## src/rtl/spi_master_if.sv

```systemverilog
// SPI master bus: frame handshake towards the host plus the four SPI pins.
interface spi_master_if #(
  parameter int unsigned DATA_W = 8
);
  logic [DATA_W-1:0] tx_data;
  logic              tx_last;
  logic              tx_valid;
  logic              tx_ready;
  logic [DATA_W-1:0] rx_data;
  logic              rx_valid;
  logic              busy;
  logic              sclk;
  logic              mosi;
  logic              miso;
  logic              cs_n;

  modport master (
    input  tx_data, tx_last, tx_valid, miso,
    output tx_ready, rx_data, rx_valid, busy, sclk, mosi, cs_n
  );

  modport slave (
    output tx_data, tx_last, tx_valid, miso,
    input  tx_ready, rx_data, rx_valid, busy, sclk, mosi, cs_n
  );
endinterface

```

## src/rtl/spi_master.sv

```systemverilog
// Mode-0 SPI master: one DATA_W-bit frame per handshake, MSB first, with
// optional chip-select hold across frames (tx_last=0).
module spi_master #(
  parameter int unsigned DATA_W  = 8,
  parameter int unsigned CLK_DIV = 4
) (
  input logic          clk,
  input logic          rst_n,
  spi_master_if.master spi
);
  localparam int unsigned      BIT_W   = $clog2(DATA_W + 1);
  localparam logic [7:0]       DIV_END = 8'(CLK_DIV - 1);
  localparam logic [BIT_W-1:0] BIT_END = BIT_W'(DATA_W - 1);

  typedef enum logic [2:0] {IDLE, SETUP, SHIFT, WAIT, HOLD, GAP} state_t;

  state_t            state, state_d;
  logic [7:0]        div_cnt, div_cnt_d;
  logic [BIT_W-1:0]  bit_cnt, bit_cnt_d;
  logic [DATA_W-1:0] tx_sh, tx_sh_d;
  logic [DATA_W-1:0] rx_sh, rx_sh_d;
  logic [DATA_W-1:0] rx_data, rx_data_d;
  logic              last, last_d;
  logic              sclk, sclk_d;
  logic              mosi, mosi_d;
  logic              cs_n, cs_n_d;
  logic              tx_ready, tx_ready_d;
  logic              rx_valid, rx_valid_d;
  logic              accept;
  logic              div_end;

  assign accept  = spi.tx_valid && tx_ready;
  assign div_end = (div_cnt == DIV_END);

  always_comb begin
    state_d    = state;
    div_cnt_d  = div_cnt;
    bit_cnt_d  = bit_cnt;
    tx_sh_d    = tx_sh;
    rx_sh_d    = rx_sh;
    rx_data_d  = rx_data;
    last_d     = last;
    sclk_d     = sclk;
    mosi_d     = mosi;
    cs_n_d     = cs_n;
    rx_valid_d = 1'b0;
    unique case (state)
      IDLE, WAIT: begin
        if (accept) begin
          state_d   = SETUP;
          div_cnt_d = '0;
          bit_cnt_d = '0;
          tx_sh_d   = spi.tx_data;
          last_d    = spi.tx_last;
          mosi_d    = spi.tx_data[DATA_W-1];
          cs_n_d    = 1'b0;
        end
      end
      // SETUP is the first low half-period; both states share the edge logic.
      SETUP, SHIFT: begin
        if (!div_end) begin
          div_cnt_d = div_cnt + 8'd1;
        end else begin
          div_cnt_d = '0;
          if (!sclk) begin
            state_d = SHIFT;
            sclk_d  = 1'b1;
            rx_sh_d = {rx_sh[DATA_W-2:0], spi.miso};
          end else begin
            sclk_d    = 1'b0;
            bit_cnt_d = bit_cnt + BIT_W'(1);
            if (bit_cnt == BIT_END) begin
              rx_data_d  = rx_sh;
              rx_valid_d = 1'b1;
              state_d    = last ? HOLD : WAIT;
            end else begin
              tx_sh_d = {tx_sh[DATA_W-2:0], 1'b0};
              mosi_d  = tx_sh[DATA_W-2];
            end
          end
        end
      end
      HOLD: begin
        if (div_end) begin
          div_cnt_d = '0;
          cs_n_d    = 1'b1;
          mosi_d    = 1'b0;
          state_d   = GAP;
        end else begin
          div_cnt_d = div_cnt + 8'd1;
        end
      end
      GAP: begin
        if (div_end) begin
          div_cnt_d = '0;
          state_d   = IDLE;
        end else begin
          div_cnt_d = div_cnt + 8'd1;
        end
      end
      default: state_d = IDLE;
    endcase
    tx_ready_d = (state_d == IDLE) || (state_d == WAIT);
  end

  always_ff @(posedge clk) begin
    if (!rst_n) begin
      state    <= IDLE;
      div_cnt  <= '0;
      bit_cnt  <= '0;
      tx_sh    <= '0;
      rx_sh    <= '0;
      rx_data  <= '0;
      last     <= 1'b0;
      sclk     <= 1'b0;
      mosi     <= 1'b0;
      cs_n     <= 1'b1;
      tx_ready <= 1'b0;
      rx_valid <= 1'b0;
    end else begin
      state    <= state_d;
      div_cnt  <= div_cnt_d;
      bit_cnt  <= bit_cnt_d;
      tx_sh    <= tx_sh_d;
      rx_sh    <= rx_sh_d;
      rx_data  <= rx_data_d;
      last     <= last_d;
      sclk     <= sclk_d;
      mosi     <= mosi_d;
      cs_n     <= cs_n_d;
      tx_ready <= tx_ready_d;
      rx_valid <= rx_valid_d;
    end
  end

  assign spi.tx_ready = tx_ready;
  assign spi.rx_data  = rx_data;
  assign spi.rx_valid = rx_valid;
  assign spi.busy     = (state != IDLE);
  assign spi.sclk     = sclk;
  assign spi.mosi     = mosi;
  assign spi.cs_n     = cs_n;
endmodule

```

## src/flat_wrapper.sv

```systemverilog
// flat-port wrapper written by rule: the top's interface ports become plain ports
module spi_master_flat 
#(
  parameter int unsigned DATA_W  = 8,
  parameter int unsigned CLK_DIV = 4
)
  (clk, rst_n, spi_tx_data, spi_tx_last, spi_tx_valid, spi_miso, spi_tx_ready, spi_rx_data, spi_rx_valid, spi_busy, spi_sclk, spi_mosi, spi_cs_n);
  spi_master_if #(.DATA_W(DATA_W)) spi_i ();
  input logic clk;
  input logic rst_n;
  input wire logic [$bits(spi_i.tx_data)-1:0] spi_tx_data;
  input wire logic [$bits(spi_i.tx_last)-1:0] spi_tx_last;
  input wire logic [$bits(spi_i.tx_valid)-1:0] spi_tx_valid;
  input wire logic [$bits(spi_i.miso)-1:0] spi_miso;
  output wire logic [$bits(spi_i.tx_ready)-1:0] spi_tx_ready;
  output wire logic [$bits(spi_i.rx_data)-1:0] spi_rx_data;
  output wire logic [$bits(spi_i.rx_valid)-1:0] spi_rx_valid;
  output wire logic [$bits(spi_i.busy)-1:0] spi_busy;
  output wire logic [$bits(spi_i.sclk)-1:0] spi_sclk;
  output wire logic [$bits(spi_i.mosi)-1:0] spi_mosi;
  output wire logic [$bits(spi_i.cs_n)-1:0] spi_cs_n;
  assign spi_i.tx_data = spi_tx_data;
  assign spi_i.tx_last = spi_tx_last;
  assign spi_i.tx_valid = spi_tx_valid;
  assign spi_i.miso = spi_miso;
  assign spi_tx_ready = spi_i.tx_ready;
  assign spi_rx_data = spi_i.rx_data;
  assign spi_rx_valid = spi_i.rx_valid;
  assign spi_busy = spi_i.busy;
  assign spi_sclk = spi_i.sclk;
  assign spi_mosi = spi_i.mosi;
  assign spi_cs_n = spi_i.cs_n;
  spi_master #(.DATA_W(DATA_W), .CLK_DIV(CLK_DIV)) u_core (.clk(clk), .rst_n(rst_n), .spi(spi_i));
endmodule
```

## config.mk

```make
export PLATFORM = sky130hd
export DESIGN_NAME = spi_master_flat
export DESIGN_NICKNAME = d
export VERILOG_FILES = /design/src/rtl/spi_master_if.sv /design/src/rtl/spi_master.sv /design/src/flat_wrapper.sv
export SDC_FILE = /design/constraint.sdc
export NUM_CORES = 1
export LEC_CHECK = 0
export ABC_AREA = 1
export BUFFER_PORTS_ARGS = -buffer_cell sky130_fd_sc_hd__buf_2
export CAP_MARGIN = 15
export CELL_PAD_IN_SITES_DETAIL_PLACEMENT = 0
export CELL_PAD_IN_SITES_GLOBAL_PLACEMENT = 1
export CORE_MARGIN = 2
export CORE_UTILIZATION = 40
export DETAILED_ROUTE_END_ITERATION = 10
export HOLD_SLACK_MARGIN = 0.05
export PLACE_DENSITY = 0.81
export SYNTH_ARGS = -nofsm -noshare
export SYNTH_HDL_FRONTEND = slang
export SYNTH_SLANG_ARGS = --single-unit
```

## constraint.sdc

```tcl
create_clock -name clk -period 3.43 [get_ports clk]
set_input_delay 0 -clock clk [delete_from_list [all_inputs] [get_ports clk]]
set_output_delay 0 -clock clk [all_outputs]
set_load 0.02 [all_outputs]
```

==> flow_summary.ini <==
[run_status]
status = complete, no violations

[floorplan]
rows = 26
io-pin-count = 27
die_y_um = 77.39
core-area_um2 = 5140
die_width_um = 77.39
start_util_pct = 41.92
die-area_um2 = 5989

[placed_design]
gp_congestion = 0.7747
dpl.hpwl_um = 3244
port_buffers = 26

[clocking]
cts_tree = yes
cts.path.max_buffers = 2
clkLatencyLatePin_ns = 0.30
cts_max_level = 2
post_cts_resized = 0
clk_root_buffer_cell = clkbuf_8
cts.sinks = 44
cts_buffers = 5
clkSlewWorstSetupHoldPaths_ns = 0.09

[worst_hold_path]
hold_depth = 5
hold_start = spi_tx_data[1]
min_path_type = in -> reg
whs_endpoint = u_core.tx_sh[1]$_SDFFE_PN0P_

[cells_and_area]
antenna_cells = 0
drive_gt1_share_pct = 16.22
areaGrowthSynthToFinish_pct = 16.61
fin_util_pct = 48.88
nNetsFinal = 353

[critical_path]
crit_arrival_ns = 2.00
critPathLaunchType = flop
crit_path_end_kind = flop
slowest_stage = dfxtp_1
worst-setup-path-type = reg -> reg
cp_cell_sequence = nor2_2 -> inv_2 -> nand3_4 -> inv_4 -> nand2_4 -> nor2_8 -> nand2_1 -> nand2_1 -> nor2_1 -> nand2_1 -> nor2_1
reg2regPathDepth = 11
r2r_slack_ns = 1.64
cp_common_cell = nand2_1
required_ns = 3.63
reg2reg_from = u_core.state[1]$_SDFF_PN0_
path_max_fanout = 17
r2r_end = u_core.spi.tx_ready$_SDFF_PN0_
critPathMaxStageDelay_ns = 0.44

[synthesis]
synthCells = 305
synth_area_um2 = 2155
synth_common_cells = nand2_1, dfxtp_1, nor2_1
yosysWarnings = 0
synth-seq-cells = 44
synth.area.top_cells = dfxtp_1, nand2_1, a21oi_1
synth_enable_flop_cells = 0
async_flop_share_pct = 0
syn-num-nets = 320
synth_ff_type = dfxtp_1
yosysMostFrequentCell = nand2_1
synth-seq-area-share_pct = 40.88
synth_cell_types = 32
avgSynthCellArea_um2 = 7.064
synth_top_area_cell = dfxtp_1
synth_top_area_share_pct = 40.88

[sta]
drv_slew = 0
fin_crit_ns = 1.793
worst_slew_pin_slew_ns = 0.5085
setup_viol = 0
relSlewSlack_pct = 66.06
tns_ns = 0
clock_skew_ns = 0.01344
fin_crit_sh_pct = 52.27
rsz0062_at_grt = no
finalHoldViolations = 0
fmax_mhz = 557.7

[global_route]
track_usage_pct = 16.33
grt_max_degree = 31
antenna_found_initial = 0
gr-total-overflow = 0
grt_pass1_wl_um = 7928
grt_pass1_vias = 1755

[pwr]
p_leak_uw = 0.001111
ir_drop_mv = 0.2269
p_per_area_nw_per_um2 = 436.3

[route]
route.antenna.remaining_nets = 0
drt_iter0_drc = 76
drt-pass1-iter-count = 4
vias_per_cell = 4.743
drc = 0
wl_per_cell_um = 11.24
routed_wl_um = 4596
num_vias = 1940

[run]
maxCapViolCount = 0
==> cells in the final DEF (no fill, tap or decap), drive strengths merged <==
| cell type | n |
|---|---|
| a21oi | 35 |
| a31oi | 1 |
| buf | 26 |
| bufinv | 1 |
| clkbuf | 6 |
| clkinv | 3 |
| dfxtp | 44 |
| dlygate4sd3 | 8 |
| ha | 2 |
| inv | 30 |
| nand2 | 81 |
| nand3 | 13 |
| nand3b | 1 |
| nand4 | 1 |
| nor2 | 49 |
| nor3 | 2 |
| nor3b | 1 |
| o211ai | 1 |
| o21ai | 33 |
| xor2 | 1 |
==> critical path: cells and delay by family, from the launching register on <==
kind                   cells  cell delay, ns
AND/OR/NAND/NOR            9            0.94
flip-flops                 1            0.44
buffers and inverters      2            0.33
==> area by class of cell <==
class / instances / area, um^2
inverters: 32 / 128.9
clock inverters: 2 / 35.03
clock buffers: 6 / 72.57
multi-input cells: 221 / 1097
flip-flops and latches: 44 / 880.8
fillers: 573 / 2628
repair buffers: 34 / 210.2
well taps: 70 / 87.58
==> state kept, by name, indices dropped and copies added, names as in the netlist <==
signal and flops:
u_core.spi.rx_valid 1, u_core.spi.tx_ready 1, u_core.spi.cs_n 1, u_core.spi.mosi 1, u_core.bit_cnt 4, u_core.last 1, u_core.rx_sh 8, u_core.spi.rx_data 8
u_core.tx_sh 7, u_core.div_cnt 8, u_core.state 3, u_core.spi.sclk 1
==> routing by layer <==
metal	share of wire [%]	GRT usage (%)
met2	43	24.70
met1	53	22.79
met3	2.7	3.837
met5	0	0
met4	0.98	5.714
==> kinds of logic after synthesis <==
group | synth area share (%)
XOR/XNOR | 0.4066
buffers and inverters | 8.188
AO/OA/AOI/OAI | 16.96
flip-flops | 40.88
adder cells (fa/ha/maj) | 1.161
AND/OR/NAND/NOR | 32.40
==> how the worst max path moves through the flow <==
| stage | start | endpoint | slack (ns) | cells after the start |
|---|---|---|---|---|
| 2_1_floorplan | u_core.div_cnt[0]$_SDFFE_PN0P_ | u_core.tx_sh[1]$_SDFFE_PN0P_ | 1.94 | 8 |
| 3_3_place_gp | u_core.state[1]$_SDFF_PN0_ | u_core.spi.tx_ready$_SDFF_PN0_ | 1.69 | 11 |
| 3_5_place_dp | u_core.state[1]$_SDFF_PN0_ | u_core.spi.tx_ready$_SDFF_PN0_ | 1.63 | 11 |
| 4_1_cts | u_core.state[1]$_SDFF_PN0_ | u_core.spi.tx_ready$_SDFF_PN0_ | 1.63 | 11 |
| 5_1_grt | u_core.state[1]$_SDFF_PN0_ | u_core.rx_sh[4]$_SDFFE_PN0P_ | 1.45 | 7 |
| 6_report | u_core.state[1]$_SDFF_PN0_ | u_core.spi.tx_ready$_SDFF_PN0_ | 1.64 | 11 |
==> where the power goes <==
group	total, uW	internal [uW]	leakage [uW]	switching [uW]
logic	159	54.6	0.000700	104
registers	543	530	0.000357	12.4
clock network	394	216	0.0000552	178
==> repair_timing <==
action | in CTS | in global routing
hold buffers | 8 | 0
endpoints found under the hold margin | 8 | 0
buffers inserted | 0 | 0
==> metrics by stage <==
step | cell area, um^2 | hold slack, ns | power (uW) | instances | setup WS (ns)
after floorplan | 2155 | 0.1471 | 670.5 | 305 | 1.940
after global placement | 2325 | 0.2731 | 706.5 | 393 | 1.689
after detailed placement | 2325 | 0.2783 | 707.2 | 393 | 1.632
after CTS | 2512 | 0.06923 | 1112 | 409 | 1.629
after global routing | 2512 | 0.1353 | 1151 | 409 | 1.449
final | 2512 | 0.08657 | 1096 | 409 | 1.637
No activity file was read; power rests on OpenSTA's default activity.
